`config.mk`:
```
export PLATFORM = sky130hd
export DESIGN_NAME = mips_fetch_stage_flat
export DESIGN_NICKNAME = d
export VERILOG_FILES = /design/src/rtl/mips_pkg.sv /design/src/rtl/mips_fetch_stage_if.sv /design/src/rtl/mips_pc_reg.sv /design/src/rtl/mips_fetch_stage.sv /design/src/flat_wrapper.sv
export SDC_FILE = /design/constraint.sdc
export NUM_CORES = 1
export LEC_CHECK = 0
export ABC_AREA = 0
export CORE_AREA = 5 5 141 143
export CTS_CLUSTER_SIZE = 16
export DETAILED_ROUTE_END_ITERATION = 10
export DIE_AREA = 0 0 146 148
export GPL_TIMING_DRIVEN = 0
export SYNTH_ARGS = -nofsm -noshare
export SYNTH_HDL_FRONTEND = slang
export SYNTH_HIERARCHICAL = 1
export SYNTH_SLANG_ARGS = --single-unit
```
`constraint.sdc`:
```
create_clock -name clk -period 6.7 [get_ports clk]
set_input_delay 0.67 -clock clk [delete_from_list [all_inputs] [get_ports clk]]
set_output_delay 0.67 -clock clk [all_outputs]
set_load 0.005 [all_outputs]
```
`src/rtl/mips_pkg.sv`:
```
// Shared MIPS definitions used by the fetch stage, its PC register and the
// fetch-stage bus interface.
package mips_pkg;

  localparam int WORD_W = 32;

  typedef logic [WORD_W-1:0] word_t;

  // Byte distance between consecutive instructions.
  localparam word_t PC_INC = 32'd4;

  // Encoding of sll $0,$0,0; used as the bubble instruction in IF/ID.
  localparam word_t NOP_WORD = 32'h0000_0000;

  // Address of the next sequential instruction, wrapping modulo 2^32.
  function automatic word_t pc_next_seq(input word_t pc);
    return pc + PC_INC;
  endfunction

endpackage

```
`src/rtl/mips_fetch_stage_if.sv`:
```
// Bus between the fetch stage and its surroundings: hazard/redirect controls
// from decode, the instruction-memory port and the IF/ID register outputs.
interface mips_fetch_stage_if;
  import mips_pkg::*;

  logic  stall;
  logic  redirect;
  word_t redirect_pc;
  word_t imem_addr;
  word_t imem_rdata;
  word_t if_id_instr;
  word_t if_id_pc4;
  logic  if_id_valid;
  logic  misalign;
  word_t fetch_count;

  // Environment side: hazard unit, decode stage and instruction memory.
  modport master (
    output stall, redirect, redirect_pc, imem_rdata,
    input  imem_addr, if_id_instr, if_id_pc4, if_id_valid, misalign, fetch_count
  );

  // Fetch-stage side.
  modport slave (
    input  stall, redirect, redirect_pc, imem_rdata,
    output imem_addr, if_id_instr, if_id_pc4, if_id_valid, misalign, fetch_count
  );

endinterface

```
`src/rtl/mips_pc_reg.sv`:
```
// Program counter register: loads a redirect target or steps to the next
// sequential word whenever enabled, and holds otherwise.
module mips_pc_reg
  import mips_pkg::*;
#(
  parameter word_t RESET_PC = 32'h0000_0000
) (
  input  logic  clk,
  input  logic  rst,
  input  logic  i_en,
  input  logic  i_load,
  input  word_t i_load_pc,
  output word_t o_pc,
  output word_t o_pc_plus4
);

  word_t r_pc;
  word_t w_pc_plus4;

  assign w_pc_plus4 = pc_next_seq(r_pc);

  // PC update; the load target arrives already word-aligned from the stage.
  always_ff @(posedge clk or posedge rst) begin
    if (rst) begin
      r_pc <= {RESET_PC[WORD_W-1:2], 2'b00};
    end else if (i_en) begin
      if (i_load) begin
        r_pc <= i_load_pc;
      end else begin
        r_pc <= w_pc_plus4;
      end
    end
  end

  assign o_pc       = r_pc;
  assign o_pc_plus4 = w_pc_plus4;

endmodule

```
`src/rtl/mips_fetch_stage.sv`:
```
// Instruction-fetch stage: drives the instruction-memory address from the PC,
// chooses the next PC (sequential or redirect) and captures the fetched word
// into the IF/ID register, flushing it to a bubble when decode redirects.
module mips_fetch_stage #(
  parameter logic [31:0] RESET_PC = 32'h0000_0000,
  parameter logic [31:0] NOP_WORD = mips_pkg::NOP_WORD
) (
  input logic               clk,
  input logic               rst,
  mips_fetch_stage_if.slave bus
);

  logic [31:0] w_pc;
  logic [31:0] w_pc_plus4;
  logic [31:0] w_target;
  logic        w_pc_en;

  logic [31:0] r_instr;
  logic [31:0] r_pc4;
  logic        r_valid;
  logic        r_misalign;
  logic [31:0] r_count;

  // A stall freezes the PC even when a redirect is pending; decode re-presents
  // the redirect once the stall clears.
  assign w_pc_en  = ~bus.stall;
  assign w_target = {bus.redirect_pc[31:2], 2'b00};

  mips_pc_reg #(
    .RESET_PC (RESET_PC)
  ) u_pc_reg (
    .clk        (clk),
    .rst        (rst),
    .i_en       (w_pc_en),
    .i_load     (bus.redirect),
    .i_load_pc  (w_target),
    .o_pc       (w_pc),
    .o_pc_plus4 (w_pc_plus4)
  );

  // IF/ID register, accepted-instruction counter and misalignment pulse.
  always_ff @(posedge clk or posedge rst) begin
    if (rst) begin
      r_instr    <= NOP_WORD;
      r_pc4      <= 32'd0;
      r_valid    <= 1'b0;
      r_misalign <= 1'b0;
      r_count    <= 32'd0;
    end else if (bus.stall) begin
      r_misalign <= 1'b0;
    end else if (bus.redirect) begin
      r_instr    <= NOP_WORD;
      r_pc4      <= 32'd0;
      r_valid    <= 1'b0;
      r_misalign <= |bus.redirect_pc[1:0];
    end else begin
      r_instr    <= bus.imem_rdata;
      r_pc4      <= w_pc_plus4;
      r_valid    <= 1'b1;
      r_misalign <= 1'b0;
      r_count    <= r_count + 32'd1;
    end
  end

  assign bus.imem_addr   = w_pc;
  assign bus.if_id_instr = r_instr;
  assign bus.if_id_pc4   = r_pc4;
  assign bus.if_id_valid = r_valid;
  assign bus.misalign    = r_misalign;
  assign bus.fetch_count = r_count;

endmodule

```
`src/flat_wrapper.sv`:
```
// flat-port wrapper written by rule: the top's interface ports become plain ports
module mips_fetch_stage_flat 
#(
  parameter logic [31:0] RESET_PC = 32'h0000_0000,
  parameter logic [31:0] NOP_WORD = mips_pkg::NOP_WORD
)
  (clk, rst, bus_stall, bus_redirect, bus_redirect_pc, bus_imem_rdata, bus_imem_addr, bus_if_id_instr, bus_if_id_pc4, bus_if_id_valid, bus_misalign, bus_fetch_count);
  mips_fetch_stage_if bus_i ();
  input logic clk;
  input logic rst;
  input wire logic [$bits(bus_i.stall)-1:0] bus_stall;
  input wire logic [$bits(bus_i.redirect)-1:0] bus_redirect;
  input wire logic [$bits(bus_i.redirect_pc)-1:0] bus_redirect_pc;
  input wire logic [$bits(bus_i.imem_rdata)-1:0] bus_imem_rdata;
  output wire logic [$bits(bus_i.imem_addr)-1:0] bus_imem_addr;
  output wire logic [$bits(bus_i.if_id_instr)-1:0] bus_if_id_instr;
  output wire logic [$bits(bus_i.if_id_pc4)-1:0] bus_if_id_pc4;
  output wire logic [$bits(bus_i.if_id_valid)-1:0] bus_if_id_valid;
  output wire logic [$bits(bus_i.misalign)-1:0] bus_misalign;
  output wire logic [$bits(bus_i.fetch_count)-1:0] bus_fetch_count;
  assign bus_i.stall = bus_stall;
  assign bus_i.redirect = bus_redirect;
  assign bus_i.redirect_pc = bus_redirect_pc;
  assign bus_i.imem_rdata = bus_imem_rdata;
  assign bus_imem_addr = bus_i.imem_addr;
  assign bus_if_id_instr = bus_i.if_id_instr;
  assign bus_if_id_pc4 = bus_i.if_id_pc4;
  assign bus_if_id_valid = bus_i.if_id_valid;
  assign bus_misalign = bus_i.misalign;
  assign bus_fetch_count = bus_i.fetch_count;
  mips_fetch_stage #(.RESET_PC(RESET_PC), .NOP_WORD(NOP_WORD)) u_core (.clk(clk), .rst(rst), .bus(bus_i));
endmodule
```
After elaboration in Yosys (flattened, before gate mapping)
Index checks and enable logic that the tools add are counted.
{"block": "word_totals", "latchBits": 0, "rom_bits": 0, "n_memories": 0, "mem_bits_rw": 0, "output_inout_bits": 130, "reg_bits": 130, "inputBits": 68}
{"block": "classes", "n_reduce_logical": 2, "magnitude_cmp": 0, "addsub": 2, "eq_ne": 0, "n_div": 0, "n_mux": 6, "mul": 0, "n_bitwise": 2, "n_shift": 0}
{"op": "$mux W32", "count": 3}
{"op": "$add A32 B1 Y32 const B", "count": 1}
{"op": "$add A32 B3 Y32 const B", "count": 1}
{"op": "$mux W1", "count": 3}
{"op": "$not A1 Y1", "count": 2}
{"op": "$reduce_and A2 Y1", "count": 1}
{"op": "$reduce_or A2 Y1", "count": 1}

Logic depth before layout (Yosys ltp)
{"block": "logic_depth", "ltp_word": 3, "ltp_mapped": 8, "ltp_nobuf": 6}

Cells and area by module
The synthesis kept the hierarchy.
{"mod": "mips_fetch_stage", "cells_each": 280, "instances": 1, "area_per_inst_um2": 3757.4, "seq_area_each_um2": 2452.4}
{"mod": "mips_pc_reg", "cells_each": 324, "instances": 1, "area_per_inst_um2": 2538.7, "seq_area_each_um2": 800.8}

Worst setup path before layout
Ideal clock, no wire load.
{"block": "synth_timing", "path_kind": "input -> register", "start": "in bus_stall", "end": "reg u_core.u_pc_reg.r_pc[22] (netlist: u_core/u_pc_reg/o_pc[22])", "required_time_ns": 6.570, "path_stages": 8, "arrival_ns": 2.016, "path_slack_ns": 4.555, "n_path_buf": 4, "cell_sequence": "clkbuf_1 inv_1 clkbuf_1 clkbuf_1 clkbuf_1 nand4_1 o32ai_1 a21oi_1"}
{"element": "start, declared", "line_no": "flat_wrapper.sv:11", "rtl": "input wire logic [$bits(bus_i.stall)-1:0] bus_stall;"}
{"element": "end signal, assigned", "line_no": "mips_pc_reg.sv:25", "rtl": "r_pc <= {RESET_PC[WORD_W-1:2], 2'b00};"}
{"element": "end signal, assigned", "line_no": "mips_pc_reg.sv:28", "rtl": "r_pc <= i_load_pc;"}
{"element": "end signal, assigned", "line_no": "mips_pc_reg.sv:30", "rtl": "r_pc <= w_pc_plus4;"}
{"element": "end, declared", "line_no": "mips_pc_reg.sv:17", "rtl": "word_t r_pc;"}

==> impl_metrics.yaml <==
run_status:
  status: "complete, no violations"
final_layout:
  layout_common_cells: "clkdlybuf4s50_1, dfrtp_1, a22o_1"
  regArea_sq_mm: 0.00325
  area_growth_pct: 46.0
  antennaDiodeCount: 0
  multi_input_area_sq_mm: 0.00277
  nFillCells: 1682
  fin_nets: 892
  drive_above_1_share_pct: 6.35
  final_common_cell: "clkdlybuf4s50_1"
  fin_util_pct: 49.8
global_routing:
  grt_pass1_wl_um: 33400
  met1_usage_pct: 25.9
  met3_usage_pct: 5.03
  top_usage_layer: "met2"
  groute.layer.met2.usage_pct: 31.9
  grtUsageTotal_pct: 19.6
  grt_max_degree: 65
  overflow: 0
  grt_pass1_vias: 5885
  antenna_found_initial: 0
critical_path:
  crit_path_max_fanout: 10
  crit_top_cell: "clkbuf_1"
  required_ns: 6.99
  arrival_ns: 3.35
  critPathKind: "input pin to register"
  r2r-end: "u_core/bus.if_id_pc4[16]$_DFFE_PP0N_"
  cp-start-kind: "input pin"
  cp-end-kind: "register"
  cpPeakStageDelay_ns: 0.47
  path_cells: "clkdlybuf4s50_1, clkbuf_1, inv_1, clkbuf_1, clkbuf_1, clkbuf_1, nand4_1, o32ai_1, a21oi_1"
  worstRegToRegCells: 6
  r2r_start: "u_core/u_pc_reg/o_pc[5]$_DFFE_PP0P_"
  r2r_setup_slack_ns: 4.06
  critPathSlowestCell: "clkdlybuf4s50_1"
timing:
  slew_headroom_pct: 8.94
  worstMarginPinSlew_ns: 1.35
  min_period_ns: 3.06
  rsz0062_at_grt: "false"
  worst_clock_skew_ns: 0.00644
  setup_viol: 0
  drv_slew: 0
  hold_viol_final: 0
  max_freq_ghz: 0.326
  fin_tns_setup_ns: 0
  finalCritPeriodShare_pct: 45.7
  holdWs_ns: 0.470
logic_synthesis:
  ys_seq_area_share_pct: 51.7
  synthCells: 604
  synth-seq-cells: 130
  synth_edf_count: 0
  yosys_warnings: 6
  ys_types: 56
  async_flop_share_pct: 100
  avgSynthCellArea_sq_um: 10.4
  synth_flop_cell: "dfrtp_1"
  syn-cell-area_sq_mm: 0.00630
hold_path:
  holdPathEnd: "u_core/bus.fetch_count[31]$_DFFE_PP0P_"
  hold_depth: 1
  min_path_type: "register to register"
  min_from: "u_core/bus.fetch_count[31]$_DFFE_PP0P_"
cts:
  cts_tree: "yes"
  cts_hold_buf: 0
  h-tree-depth: 4
  cts_sinks: 130
  path_clk_slew_ns: 0.06
  clock-root-buffer: "clkbuf_16"
  post_cts.repair.setup_buffers: 0
  clk_latency_ns: 0.41
  clk_path_buf_depth: 2
  cts_buffers: 17
  post_cts_resized: 0
die:
  die_w_um: 146
  coreArea_sq_mm: 0.0185
  start_util_pct: 34.1
  die_area_sq_mm: 0.0216
  pin_count: 198
  chipHeight_um: 148
  row_count: 50
placement:
  dp_hpwl_um: 15600
  gp_congestion: 0.878
  numPortBuffers: 197
flow_run:
  cap_violations: 0
routing:
  drtIter0Drc: 468
  dr_total_vias: 5730
  viasPerCell: 5.37
  totalWireLength_um: 21200
  drc_errors: 0
  drtPass1Iterations: 7
  ant_nets: 0
  wl_per_cell_um: 19.9
pwr:
  p_per_area_mw_per_mm2: 262
  power_mw: 2.41
  ir_drop_v: 0.000154
  p_leak_nw: 3.85
-- cell usage after synthesis, types with 6 or more instances --
| master | count | share of area (%) |
|---|---|---|
| inv_1 | 19 | 1.1 |
| a21oi_1 | 11 | 0.87 |
| xor2_1 | 14 | 1.9 |
| dfrtp_1 | 130 | 52 |
| clkbuf_1 | 35 | 2.1 |
| buf_4 | 6 | 0.72 |
| xnor2_1 | 44 | 6.1 |
| nand4_1 | 21 | 2.1 |
| nor4_1 | 7 | 0.70 |
| a22o_1 | 71 | 9.9 |
| nor3_1 | 12 | 0.95 |
| nand3_1 | 29 | 2.3 |
| and2_1 | 9 | 0.89 |
| nor2_1 | 27 | 1.6 |
| o21ai_0 | 17 | 1.4 |
| and3_1 | 12 | 1.2 |
| nand2_1 | 55 | 3.3 |
| nor2b_1 | 6 | 0.60 |
-- report_power, final --
| group | switching (mW) | internal, mW | leakage [nW] |
|---|---|---|---|
| registers | 0.0842 | 0.869 | 1.67 |
| clock network | 0.354 | 0.593 | 0.296 |
| logic | 0.221 | 0.287 | 1.88 |
| total | 0.658 | 1.75 | 3.85 |
-- flip-flops by register name, summed over array words and instances, names as in the netlist --
name / cells
u_core/bus.misalign: 1
u_core/bus.if_id_valid: 1
u_core/bus.if_id_instr: 32
u_core/bus.fetch_count: 32
u_core/u_pc_reg/o_pc: 32
u_core/bus.if_id_pc4: 32
-- metal layers --
layer	wire length (um)	up-vias	part of all wire [%]
met4	311	0	1.5
li1	-	2644	-
met1	9350	2808	44
met5	0	-	0
met2	10100	253	48
met3	1410	25	6.7
-- layout make-up --
| class | count | share of cell area (%) |
|---|---|---|
| well taps | 234 | 3.18 |
| clock buffers | 18 | 4.78 |
| flip-flops and latches | 130 | 35.4 |
| multi-input cells | 409 | 30.2 |
| inverters | 19 | 0.803 |
| repair buffers | 198 | 21.7 |
| plain buffers | 47 | 2.20 |
| clock inverters | 13 | 1.76 |
-- per-stage QoR --
step	instance area (sq um)	setup slack (ns)	std cells
floorplan	6300	3.47	605
global placement	8560	2.04	1036
detailed placement	8590	3.24	1037
CTS	9200	3.67	1068
global route	9200	3.43	1068
finish	9200	3.64	1068
-- worst max path at each step --
| stage | start | endpoint | slack [ns] | depth (start not counted) |
|---|---|---|---|---|
| floorplan | rst | u_core/bus.fetch_count[0]$_DFFE_PP0P_ | 3.47 | 1 |
| global placement | rst | u_core/bus.if_id_pc4[2]$_DFFE_PP0N_ | 2.04 | 2 |
| detailed placement | bus_stall | u_core/u_pc_reg/o_pc[22]$_DFFE_PP0P_ | 3.24 | 9 |
| CTS | bus_stall | u_core/u_pc_reg/o_pc[22]$_DFFE_PP0P_ | 3.67 | 9 |
| global route | bus_stall | u_core/u_pc_reg/o_pc[8]$_DFFE_PP0P_ | 3.43 | 8 |
| finish | bus_stall | u_core/u_pc_reg/o_pc[22]$_DFFE_PP0P_ | 3.64 | 9 |
-- kinds of logic after synthesis --
family | synth area share [%]
xor+xnor | 8.07
simple gates | 17.6
mux | 0.517
buf+inv | 4.35
fa+ha+maj | 0.397
other cells | 0.0596
flops | 51.7
compound gates | 17.3
-- worst max-delay path, delay by kind of cell --
kind                   cells  cell delay (ns)
buffers and inverters      6             2.22
and+or+nand+nor            1             0.13
AOI/OAI and AO/OA          2             0.32
(Power assumes the default switching activity.)
